==> config.mk <==
export PLATFORM = sky130hd
export DESIGN_NAME = pe_array_feeder
export DESIGN_NICKNAME = d
export VERILOG_FILES = /design/src/rtl/pe_array_feeder.sv
export SDC_FILE = /design/constraint.sdc
export NUM_CORES = 2
export LEC_CHECK = 0
export CAP_MARGIN = 20
export CORE_MARGIN = 2
export CORE_UTILIZATION = 65
export DETAILED_ROUTE_END_ITERATION = 6
export PLACE_DENSITY = 0.83
export SYNTH_ARGS = -nofsm -noshare
export SYNTH_HDL_FRONTEND = slang
export SYNTH_SLANG_ARGS = --single-unit
==> constraint.sdc <==
create_clock -name clk -period 23.4 [get_ports clk]
set_input_delay 2.34 -clock clk [delete_from_list [all_inputs] [get_ports clk]]
set_output_delay 2.34 -clock clk [all_outputs]
set_load 0.01 [all_outputs]
==> src/rtl/pe_array_feeder.sv <==
// Tile buffer and skewed streamer feeding an NxN systolic PE array (maps left column, weights top row).
// Optional synchronous abort input is compiled in when PE_ARRAY_FEEDER_ABORT_EN is defined.

module pe_array_feeder_lane #(
  parameter int DW    = 16,
  parameter int DEPTH = 1
) (
  input  logic          clk,
  input  logic          rst_n,
  input  logic          flush_i,
  input  logic [DW-1:0] d_i,
  output logic [DW-1:0] q_o
);
  logic [DEPTH-1:0][DW-1:0] sr_q;

  always_ff @(posedge clk or negedge rst_n) begin
    if (!rst_n) begin
      sr_q <= '0;
    end else if (flush_i) begin
      sr_q <= '0;
    end else begin
      sr_q[0] <= d_i;
      for (int i = 1; i < DEPTH; i++) sr_q[i] <= sr_q[i-1];
    end
  end

  assign q_o = sr_q[DEPTH-1];
endmodule

module pe_array_feeder #(
  parameter int N  = 4,
  parameter int K  = 16,
  parameter int DW = 16
) (
  input  logic              clk,
  input  logic              rst_n,
`ifdef PE_ARRAY_FEEDER_ABORT_EN
  input  logic              i_abort,
`endif
  input  logic              i_vld,
  output logic              o_rdy,
  input  logic [N*DW-1:0]   i_map_vec,
  input  logic [N*DW-1:0]   i_weight_vec,
  output logic [N*DW-1:0]   o_map_row,
  output logic [N*DW-1:0]   o_weight_col,
  output logic [2*N-2:0]    o_clear_diag,
  output logic              o_busy,
  output logic              o_done
);
  localparam int CW  = $clog2(K + 1);
  localparam int AW  = (K > 1) ? $clog2(K) : 1;
  localparam int DCW = $clog2(2 * N);

  typedef enum logic [2:0] {S_IDLE, S_LOAD, S_CLEAR, S_STREAM, S_DRAIN, S_DONE} state_e;

  state_e          state_q, state_d;
  logic [CW-1:0]   load_cnt_q, load_cnt_d;
  logic [CW-1:0]   rd_ptr_q, rd_ptr_d;
  logic [DCW-1:0]  drn_cnt_q, drn_cnt_d;
  logic [2*N-2:0]  clr_q;
  logic [N*DW-1:0] map_mem [K];
  logic [N*DW-1:0] wgt_mem [K];
  logic [N*DW-1:0] map_rd, wgt_rd;
  logic [AW-1:0]   rd_idx;
  logic            xfer, last_beat, rd_en, abort;

`ifdef PE_ARRAY_FEEDER_ABORT_EN
  assign abort = i_abort && (state_q inside {S_LOAD, S_CLEAR, S_STREAM, S_DRAIN});
`else
  assign abort = 1'b0;
`endif

  assign o_rdy     = (state_q == S_IDLE) || (state_q == S_LOAD);
  assign xfer      = i_vld && o_rdy && !abort;
  assign last_beat = xfer && (load_cnt_q == CW'(K - 1));

  // CLEAR always reads beat 0; the stale pointer from the previous tile is ignored there.
  assign rd_en  = (state_q == S_CLEAR) || ((state_q == S_STREAM) && (rd_ptr_q < CW'(K)));
  assign rd_idx = (state_q == S_CLEAR) ? '0 : rd_ptr_q[AW-1:0];
  assign map_rd = rd_en ? map_mem[rd_idx] : '0;
  assign wgt_rd = rd_en ? wgt_mem[rd_idx] : '0;

  always_ff @(posedge clk) begin
    if (xfer) begin
      map_mem[load_cnt_q[AW-1:0]] <= i_map_vec;
      wgt_mem[load_cnt_q[AW-1:0]] <= i_weight_vec;
    end
  end

  always_comb begin
    state_d    = state_q;
    load_cnt_d = load_cnt_q;
    rd_ptr_d   = rd_ptr_q;
    drn_cnt_d  = drn_cnt_q;
    case (state_q)
      S_IDLE, S_LOAD: begin
        if (xfer) begin
          load_cnt_d = load_cnt_q + CW'(1);
          state_d    = last_beat ? S_CLEAR : S_LOAD;
        end
      end
      S_CLEAR: begin
        rd_ptr_d = CW'(1);
        state_d  = S_STREAM;
      end
      S_STREAM: begin
        if (rd_ptr_q == CW'(K)) begin
          drn_cnt_d = '0;
          state_d   = S_DRAIN;
        end else begin
          rd_ptr_d = rd_ptr_q + CW'(1);
        end
      end
      S_DRAIN: begin
        if (drn_cnt_q == DCW'(2 * N - 2)) state_d = S_DONE;
        else                              drn_cnt_d = drn_cnt_q + DCW'(1);
      end
      S_DONE: begin
        load_cnt_d = '0;
        state_d    = S_IDLE;
      end
      default: state_d = S_IDLE;
    endcase
    if (abort) begin
      state_d    = S_IDLE;
      load_cnt_d = '0;
    end
  end

  always_ff @(posedge clk or negedge rst_n) begin
    if (!rst_n) begin
      state_q    <= S_IDLE;
      load_cnt_q <= '0;
      rd_ptr_q   <= '0;
      drn_cnt_q  <= '0;
      clr_q      <= '0;
    end else begin
      state_q    <= state_d;
      load_cnt_q <= load_cnt_d;
      rd_ptr_q   <= rd_ptr_d;
      drn_cnt_q  <= drn_cnt_d;
      // Bit 0 fires in the CLEAR cycle, then walks one anti-diagonal per cycle.
      clr_q      <= abort ? '0 : {clr_q[2*N-3:0], last_beat};
    end
  end

  assign o_clear_diag = clr_q;
  assign o_busy       = (state_q != S_IDLE);
  assign o_done       = (state_q == S_DONE);

  // Lane r sits r+1 registers behind the buffer read, giving beat k at C+1+r+k.
  for (genvar r = 0; r < N; r++) begin : g_lane
    pe_array_feeder_lane #(.DW(DW), .DEPTH(r + 1)) u_map (
      .clk     (clk),
      .rst_n   (rst_n),
      .flush_i (abort),
      .d_i     (map_rd[r*DW +: DW]),
      .q_o     (o_map_row[r*DW +: DW])
    );
    pe_array_feeder_lane #(.DW(DW), .DEPTH(r + 1)) u_wgt (
      .clk     (clk),
      .rst_n   (rst_n),
      .flush_i (abort),
      .d_i     (wgt_rd[r*DW +: DW]),
      .q_o     (o_weight_col[r*DW +: DW])
    );
  end
endmodule

==> impl_results.md <==
* Startpoint types: primary input
* Total chip power at 12.4 mW
* Skew final at 0.0535 ns
* Die area at 145000 um2
* Post-synth top flop: edfxtp_1
* # clock sinks at between 2000 and 2500
* Die width at 381 um
* Final WL at 237 mm
* Setup tns final at 0 ns
* Final GP Congestion at 0.787
* Power Dens Cells at 120 nW/um2
* Initial core utilization at 0.654
* CP arrival at approximately 6.2 ns
* Met3 Usage GRT at 0.0662
* CTS tree: done
* Synth area leaders: edfxtp_1, dfrtp_1, a21oi_1, mux2i_1, o221ai_1
* Area share of the largest cell type after synthesis at 0.665
* Sequential cell area fraction in the yosys report at 0.757
* Top Ports at 269
* Top delay family on crit path: buffers and inverters
* Max-Cap Viols at 0
* Status: finished, final reports clean
* Final nets at roughly 6000
* Met2 Resource Use GR at 0.514
* Max Freq at 175 MHz
* Cell mode on critical path: buf_4
* # rows at 138
* First-pass GRT wire length at approximately 350 mm
* Layout area overhead at 11.6%
* Total global routing track utilization at 0.323
* # setup viols final at 0
* CTS buffer count at between 200 and 250
* Unrepaired setup endpoints after global routing: false
* GR Util met1 at 0.429
* Antenna violations before repair at 34
* Slew Limit Fails at 0
* Rel. slew slack at 0.116
* Mapped Nets at between 6000 and 7000
* Final period util at 0.244
* Crit-path cells: clkdlybuf4s50_1 > and2_1 > nand2_1 > nor3_2 > buf_4 > buf_4 > buf_4
* Post-CTS Setup Bufs at 0
* Launch point of the worst reg-to-reg path: rd_ptr_q[0]
* Dominant cell type by area after synthesis: edfxtp_1
* DRT iter0 DRCs at ~9000
* Port bufs at 268
* Clock slew at reported path FFs at about 0.060 ns
* Clock Root Buffer: clkbuf_16
* Fillers at a little under 8000
* FF-to-FF End: g_lane[1].u_wgt.sr_q[15]
* CORE AREA at 141000 um2
* Async SR Flop Fraction at 0.143
* Hold_buf cts at 0
* R2R setup slack at ~18 ns
* Slowest CP cell: buf_4
* Hold path cells at 0
* Layout cell share with drive strength beyond 1 at 0.0971
* Worst stage delay on the critical path at 0.91 ns
* GR peak layer: met2
* Worst Hold Endpoint: g_lane[3].u_map.sr_q[43]
* FF-to-FF path depth at 8
* # DRC at 0
* Worst Setup End Kind: flip-flop
* Critical Path RT at approximately 24 ns
* Die Height at approximately 380 um
* Clock Path Buffers at 3
* Cell area after synthesis at 92500 um2
* Hold path start: g_lane[3].u_map.sr_q[27]
* Crit path max fanout at 54
* Peak supply drop at around 0.14 mV
* Register area at approximately 70000 um2
* DR vias/cell at 7.03
* Via count at approximately 56000
* H-tree Lvls at 4
* Vias in the first global route at 56014
* Antenna violation net count after detailed routing at 0
* Total global routing overflow at 0
* Yosys cell types at 48
* Slew @ Worst Pin at about 1.3 ns
* Leakage power at 34.9 nW
* EDFF count, synth at 2048
* Largest net degree at the start of global routing at 205
* Clk Latency, worst-skew pair at around 0.9 ns
* FF+latch count, synth at roughly 2400
* HPWL Detailed at between 100 and 150 mm
* Hold Path Class: flip-flop to flip-flop
* Wirelength per Cell at 29.7 um
* Synth Instances at around 6000
* Period minus WS final at 5.71 ns
* Avg Cell Area, Syn at between 15 and 20 um2
* Yosys warnings at 0
* Multi-input gate area at 19800 um2
* Drt pass-1 iters at 6
* Final hold vios at 0
* Critical path buffers and inverters at 4
* PostCTS Resize Cnt at 0
* CP Class: primary input to flip-flop
-- flip-flops by register name (all words and copies together) (netlist names) --
signal,flops
drn_cnt_q,3
o_clear_diag,7
g_lane.u_wgt.sr_q,96
wgt_mem,1024
g_lane.u_map.q_o,64
map_mem,1024
load_cnt_q,5
state_q,3
g_lane.u_wgt.q_o,64
g_lane.u_map.sr_q,96
rd_ptr_q,5
-- cells by family (layout without fill, tap and decap cells) --
| logic type | Yosys count | in the layout | share of synthesized area |
|---|---|---|---|
| buf+inv | 575 | 783 | 0.0307 |
| simple gates | 820 | 820 | 0.0407 |
| fa+ha+maj | 9 | 9 | 0.00122 |
| xor+xnor | 3 | 3 | 0.000284 |
| mux | 392 | 392 | 0.0444 |
| flops | 2391 | 2391 | 0.757 |
| other cells | 0 | 19 | 0 |
| compound gates | 1678 | 1678 | 0.125 |
-- placed cells by master, fill, tap and decap left out, types with 5 or more instances in the layout --
master / count
o2bb2ai_1: 8
clkbuf_16: 226
clkbuf_8: 33
edfxtp_1: 2048
clkinv_2: 34
a32oi_1: 120
nand2_1: 21
a31oi_1: 7
clkinv_1: 19
nor2_4: 15
a221o_1: 120
inv_6: 5
inv_1: 7
o22ai_1: 123
nand2b_1: 123
clkbuf_1: 66
nor2b_1: 122
nor2_1: 508
a211o_1: 120
nand3_1: 5
o221ai_1: 247
bufinv_16: 13
a221oi_1: 134
buf_4: 72
a21oi_1: 752
a21boi_0: 7
ha_1: 9
dfrtp_1: 340
diode_2: 19
buf_12: 16
mux2i_1: 257
a2bb2oi_1: 7
o21ai_0: 24
clkinv_4: 5
mux2_2: 134
clkdlybuf4s50_1: 267
clkinvlp_4: 7
-- cell type report --
cell class / instances / share of cell area
repair buffers: 356 / 0.0344
flip-flops and latches: 2391 / 0.679
well taps: 1890 / 0.0229
clock buffers: 325 / 0.0616
inverters: 9 / 0.000376
diodes: 19 / 0.000460
multi-input cells: 2902 / 0.192
clock inverters: 93 / 0.00979
-- cell usage after synthesis (9+ instances only) --
| cell type | number |
|---|---|
| o21ai_0 | 24 |
| clkbuf_1 | 279 |
| a221oi_1 | 134 |
| a211o_1 | 120 |
| mux2i_1 | 257 |
| buf_4 | 126 |
| o221ai_1 | 247 |
| a32oi_1 | 120 |
| edfxtp_1 | 2048 |
| mux2_2 | 134 |
| o22ai_1 | 123 |
| nand2_1 | 25 |
| a21oi_1 | 752 |
| ha_1 | 9 |
| nor2_1 | 522 |
| buf_1 | 22 |
| a221o_1 | 120 |
| buf_2 | 134 |
| nand2b_1 | 123 |
| nor2b_1 | 123 |
| dfrtp_1 | 343 |
-- stage by stage --
stage	instances	cell area [um2]	utilization	hold slack [ns]	setup WS [ns]
5_1_grt	7980	103000	0.730	0.320	17.59
2_1_floorplan	5868	92500	-	0.331	11.10
4_1_cts	7966	103000	0.730	0.318	17.78
3_5_place_dp	7548	95800	0.678	0.335	16.89
6_report	7985	103000	0.730	0.316	17.69
3_3_place_gp	7548	95800	0.678	0.333	16.96
-- routing by layer --
metal / part of all wire / wire, um
met2: 0.48 / 115000
met3: 0.12 / 28800
met4: 0.043 / 10100
met1: 0.35 / 83300
met5: 0.00080 / 190
-- report_power, final --
| group | switching [mW] | total, mW | internal [mW] | leakage (nW) |
|---|---|---|---|---|
| combinational | 2.42 | 3.54 | 1.12 | 8.30 |
| clock | 1.56 | 3.59 | 2.04 | 3.59 |
| sequential | 0.209 | 5.31 | 5.10 | 23.0 |
| total | 4.18 | 12.4 | 8.26 | 34.9 |
-- how the worst max path moves through the flow --
stage	from	endpoint	slack, ns	depth (start not counted)
finish	i_vld	wgt_mem[2][27]	17.69	7
global route	i_vld	map_mem[3][61]	17.59	7
CTS	i_vld	map_mem[3][61]	17.78	7
detailed placement	i_vld	wgt_mem[3][22]	16.89	7
global placement	i_vld	map_mem[3][56]	16.96	7
floorplan	i_vld	map_mem[3][0]	11.10	4
(Power assumes the default switching activity.)
